==> src/rtl/seq_div8.sv <==
// Sequential 8-bit unsigned restoring divider: one quotient bit per cycle, MSB first.
// Optional SEQ_DIV8_ERR_EN adds an err port and a one-cycle divide-by-zero shortcut.
module seq_div8 (
  input  logic       clk,
  input  logic       reset,
  input  logic       start,
  input  logic [7:0] a,
  input  logic [7:0] b,
  output logic [7:0] q,
  output logic [7:0] r,
  output logic       busy,
  output logic       done
`ifdef SEQ_DIV8_ERR_EN
  ,
  output logic       err
`endif
);

  typedef enum logic [1:0] {StIdle, StBusy, StDone} state_e;

  state_e     state_q, state_d;
  logic [7:0] a_q, a_d;
  logic [7:0] b_q, b_d;
  logic [8:0] rem_q, rem_d;
  logic [7:0] quo_q, quo_d;
  logic [2:0] cnt_q, cnt_d;
  logic [7:0] q_q, q_d;
  logic [7:0] r_q, r_d;
`ifdef SEQ_DIV8_ERR_EN
  logic       err_q, err_d;
`endif

  logic [8:0] shifted;
  logic [9:0] diff;
  logic       no_borrow;
  logic       unused_rem_msb;

  // Trial subtraction as shifted + ~b + 1; bit 9 is the carry-out (1 means no borrow).
  assign shifted        = {rem_q[7:0], a_q[cnt_q]};
  assign diff           = {1'b0, shifted} + {2'b01, ~b_q} + 10'd1;
  assign no_borrow      = diff[9];
  assign unused_rem_msb = rem_q[8];

  always_comb begin
    state_d = state_q;
    a_d     = a_q;
    b_d     = b_q;
    rem_d   = rem_q;
    quo_d   = quo_q;
    cnt_d   = cnt_q;
    q_d     = q_q;
    r_d     = r_q;
`ifdef SEQ_DIV8_ERR_EN
    err_d   = 1'b0;
`endif
    case (state_q)
      StIdle, StDone: begin
        if (start) begin
          a_d     = a;
          b_d     = b;
          rem_d   = 9'd0;
          quo_d   = 8'd0;
          cnt_d   = 3'd7;
          state_d = StBusy;
        end else begin
          state_d = StIdle;
        end
      end
      StBusy: begin
`ifdef SEQ_DIV8_ERR_EN
        if (b_q == 8'd0) begin
          q_d     = 8'hff;
          r_d     = a_q;
          err_d   = 1'b1;
          state_d = StDone;
        end else
`endif
        begin
          if (no_borrow) begin
            rem_d        = diff[8:0];
            quo_d[cnt_q] = 1'b1;
          end else begin
            rem_d        = shifted;
            quo_d[cnt_q] = 1'b0;
          end
          if (cnt_q == 3'd0) begin
            q_d     = quo_d;
            r_d     = rem_d[7:0];
            state_d = StDone;
          end else begin
            cnt_d = cnt_q - 3'd1;
          end
        end
      end
      default: state_d = StIdle;
    endcase
  end

  always_ff @(posedge clk) begin
    if (reset) begin
      state_q <= StIdle;
      a_q     <= 8'd0;
      b_q     <= 8'd0;
      rem_q   <= 9'd0;
      quo_q   <= 8'd0;
      cnt_q   <= 3'd0;
      q_q     <= 8'd0;
      r_q     <= 8'd0;
`ifdef SEQ_DIV8_ERR_EN
      err_q   <= 1'b0;
`endif
    end else begin
      state_q <= state_d;
      a_q     <= a_d;
      b_q     <= b_d;
      rem_q   <= rem_d;
      quo_q   <= quo_d;
      cnt_q   <= cnt_d;
      q_q     <= q_d;
      r_q     <= r_d;
`ifdef SEQ_DIV8_ERR_EN
      err_q   <= err_d;
`endif
    end
  end

  assign q    = q_q;
  assign r    = r_q;
  assign busy = (state_q == StBusy);
  assign done = (state_q == StDone);
`ifdef SEQ_DIV8_ERR_EN
  assign err  = err_q;
`endif

endmodule

==> config.mk <==
export PLATFORM = sky130hd
export DESIGN_NAME = seq_div8
export DESIGN_NICKNAME = d
export VERILOG_FILES = /design/src/rtl/seq_div8.sv
export SDC_FILE = /design/constraint.sdc
export NUM_CORES = 1
export LEC_CHECK = 0
export CAP_MARGIN = 20
export CORE_MARGIN = 2
export CORE_UTILIZATION = 50
export DETAILED_ROUTE_END_ITERATION = 7
export GPL_TIMING_DRIVEN = 0
export PLACE_DENSITY_LB_ADDON = 0.25
export SKIP_CTS_REPAIR_TIMING = 1
export SLEW_MARGIN = 20
export SYNTH_ARGS = -nofsm -noshare
export SYNTH_HDL_FRONTEND = slang
export SYNTH_SLANG_ARGS = --single-unit
==> constraint.sdc <==
create_clock -name clk -period 2.9 [get_ports clk]
set_clock_uncertainty 0.05 [all_clocks]
set_input_delay 0.58 -clock clk [delete_from_list [all_inputs] [get_ports clk]]
set_output_delay 0.58 -clock clk [all_outputs]
set_load 0.005 [all_outputs]
==> run metrics <==
cell area after layout 3160 um2; I/O pin total 37; Worst-Skew Late Latency 0.31 ns; RSZ-0062 raised after global routing false; worst r2r dst rem_q[1]$_SDFFE_PP0P_; CP Class flop to flop; crit path from cnt_q[2]$_SDFFE_PP0P_; grt ovf 0; Critical Path Start Type flop; Synth Warn # 0; final setup fails 0; most frequent cells in the layout nand2_1, dfxtp_1, a21oi_1; Cell Rows 26; via count 2340; Max Fanout on Critical Path 10; post-layout min period 2.75 ns; Peak VDD IR 0.337 mV; Die X-Extent 76.5 um; total routed wirelength 6010 um; Stages on worst setup path 11; Main synth FF type dfxtp_1; DP HPWL 4500 um; FF-to-FF setup slack 0.15 ns; max-slew violations 0; DIE HEIGHT 76.5 um; Syn Nets 350; post-route DRC violation count 0; Core Region 5110 um2; pin count of the biggest net entering global routing 16; number of diodes 0; count of cell types in the netlist 47; final period utilization 94.9%; antenna violations before repair 0; area delta synth->final 20.0%; Least-Margin Pin Slew 0.904 ns; first-pass GRT wire length 10400 um; placed cell area 3070 um2; crit-path cells buf_2, mux4_2, mux2i_4, ha_1, nand2b_1, a2111oi_4, or2_1, buf_4, buf_6, a21oi_1, a22o_1; cell with the largest stage delay on the worst path mux4_2; endpoint type of the worst setup path flop; max_slew headroom 39.3%; CP required 3.10 ns; worst setup path end rem_q[1]$_SDFFE_PP0P_; Worst Reg-to-Reg Cells 11; Pleak 1.14 nW; Nets 392; Final ANT Viol Nets 0; f_max 363 MHz; CP Buf/Inv Count 3; Hold WC Path Type flop to flop; H-tree lvl count 2; commonest non-fill, non-tap cell in the layout nand2_1; number of synthesized register bits 53; Final Hold Vio Count 0; Crit path largest cell delay 0.55 ns; asr flop ratio synth 0%; IO buf count 35; Initial Utilization 51.5%; DR WL/cell 13.9 um; Power Density 596 nW/um2; GR Util All Layers 22.1%; TritonCTS buffer count 5; Final Util 61.8%; Avg Inst Size Synth 8.22 um2; status complete, no violations; layout cell share with drive strength beyond 1 7.71%; vias in the first global route 2208; Root Driver clkbuf_8; Syn Inst Count 320; register area share after synthesis 40.3%; DIE AREA 5860 um2; WP data arrival 2.96 ns; CTS clock-pin slew for the worst setup and hold paths 0.09 ns; Iteration-0 DRC Markers 148; CTS tree built; Clock Sinks 53; DR vias/cell 5.40; 1st-pass router iterations 4; EDFF count, synth 0; Setup TNS Final 0 ns; clk buf depth 2; delay-heaviest family, CP multiplexers; reg2reg start cnt_q[2]$_SDFFE_PP0P_; final weighted congestion in routability-driven placement 0.854; total of max-cap violations 0; Netlist Area Pre-Place 2630 um2
==> worst register-to-register path, cell delays in order (launching register included) <==
cell	delay [ns]
dfxtp_1	0.33
buf_2	0.22
mux4_2	0.55
mux2i_4	0.19
ha_1	0.21
nand2b_1	0.21
a2111oi_4	0.11
or2_1	0.24
buf_4	0.17
buf_6	0.15
a21oi_1	0.14
a22o_1	0.15
==> sequential cells by signal, summed over array words and instances, names as in the netlist <==
signal	cells
q	8
rem_q	8
b_q	8
a_q	8
state_q	2
cnt_q	3
quo_q	8
r	8
==> final cells by class <==
| type | instances | area (um2) |
|---|---|---|
| multi-input combinational | 233 | 1420 |
| fill | 498 | 1950 |
| inverter | 14 | 52.6 |
| clock inverter | 2 | 10.0 |
| timing repair buffer | 35 | 350 |
| clock buffer | 6 | 72.6 |
| tap | 70 | 87.6 |
| sequential | 53 | 1060 |
| buffer | 20 | 104 |
==> how the worst min path moves through the flow <==
| stage | start | endpoint | depth (start not counted) |
|---|---|---|---|
| 3_5_place_dp | q[0]$_SDFFE_PP0P_ | q[0]$_SDFFE_PP0P_ | 2 |
| 5_1_grt | a_q[7]$_SDFFE_PP0P_ | a_q[7]$_SDFFE_PP0P_ | 2 |
| 4_1_cts | quo_q[6]$_SDFFE_PP0P_ | q[6]$_SDFFE_PP0P_ | 2 |
| 6_report | quo_q[6]$_SDFFE_PP0P_ | q[6]$_SDFFE_PP0P_ | 2 |
| 3_3_place_gp | quo_q[7]$_SDFFE_PP0P_ | q[7]$_SDFFE_PP0P_ | 2 |
| 2_1_floorplan | quo_q[4]$_SDFFE_PP0P_ | q[4]$_SDFFE_PP0P_ | 2 |
==> where the power goes <==
part	switching [mW]	internal (mW)
Combinational	0.393	0.279
Clock	0.241	0.168
Sequential	0.0280	0.772
==> metal layers <==
metal	part of all wire, %	vias to the layer above	GRT usage (%)
li1	-	1198	-
met1	49	1068	31.3
met2	45	70	33.7
met3	5.2	4	4.38
met4	0.68	0	7.45
met5	0	-	0
==> synth_stat cells, types with 2 or more instances <==
| cell | number | share of area [%] |
|---|---|---|
| nand2_1 | 61 | 8.7 |
| dfxtp_1 | 53 | 40 |
| a21oi_1 | 43 | 8.2 |
| nor2_1 | 24 | 3.4 |
| inv_1 | 11 | 1.6 |
| clkbuf_1 | 10 | 1.4 |
| ha_1 | 10 | 4.8 |
| nand3_1 | 9 | 1.7 |
| nor3_1 | 9 | 1.7 |
| o21ai_0 | 9 | 1.7 |
| a211oi_1 | 6 | 1.7 |
| buf_2 | 6 | 1.1 |
| nor2b_1 | 6 | 1.4 |
| o21ai_1 | 6 | 1.1 |
| a211o_1 | 5 | 1.7 |
| nand2b_1 | 5 | 1.2 |
| mux2i_1 | 4 | 1.5 |
| o311ai_0 | 4 | 1.3 |
| inv_2 | 3 | 0.43 |
| a22o_1 | 2 | 0.67 |
| a32oi_1 | 2 | 0.67 |
| buf_6 | 2 | 0.86 |
| mux4_2 | 2 | 1.7 |
| nand4_1 | 2 | 0.48 |
| nor4_1 | 2 | 0.48 |
| xnor2_1 | 2 | 0.67 |
| xor2_1 | 2 | 0.67 |
==> through the flow <==
stage | instances | hold WS [ns] | total power, mW | setup slack (ns)
6_report | 433 | 0.400 | 1.88 | 0.147
5_1_grt | 433 | 0.434 | 1.99 | 0.00515
4_1_cts | 433 | 0.407 | 1.87 | 0.0819
3_5_place_dp | 425 | 0.396 | 1.47 | 0.0977
3_3_place_gp | 425 | 0.390 | 1.46 | 0.128
2_1_floorplan | 320 | 0.379 | 1.29 | 0.368
==> cell families after synthesis <==
family / share of synthesized area, %
and+or+nand+nor: 21.0
AOI/OAI and AO/OA: 21.9
DFF: 40.3
buffers and inverters: 5.85
adders and majority gates: 5.52
muxes: 4.09
xor gates and xnor gates: 1.33
Note: power is estimated with default switching activity, not from simulation.
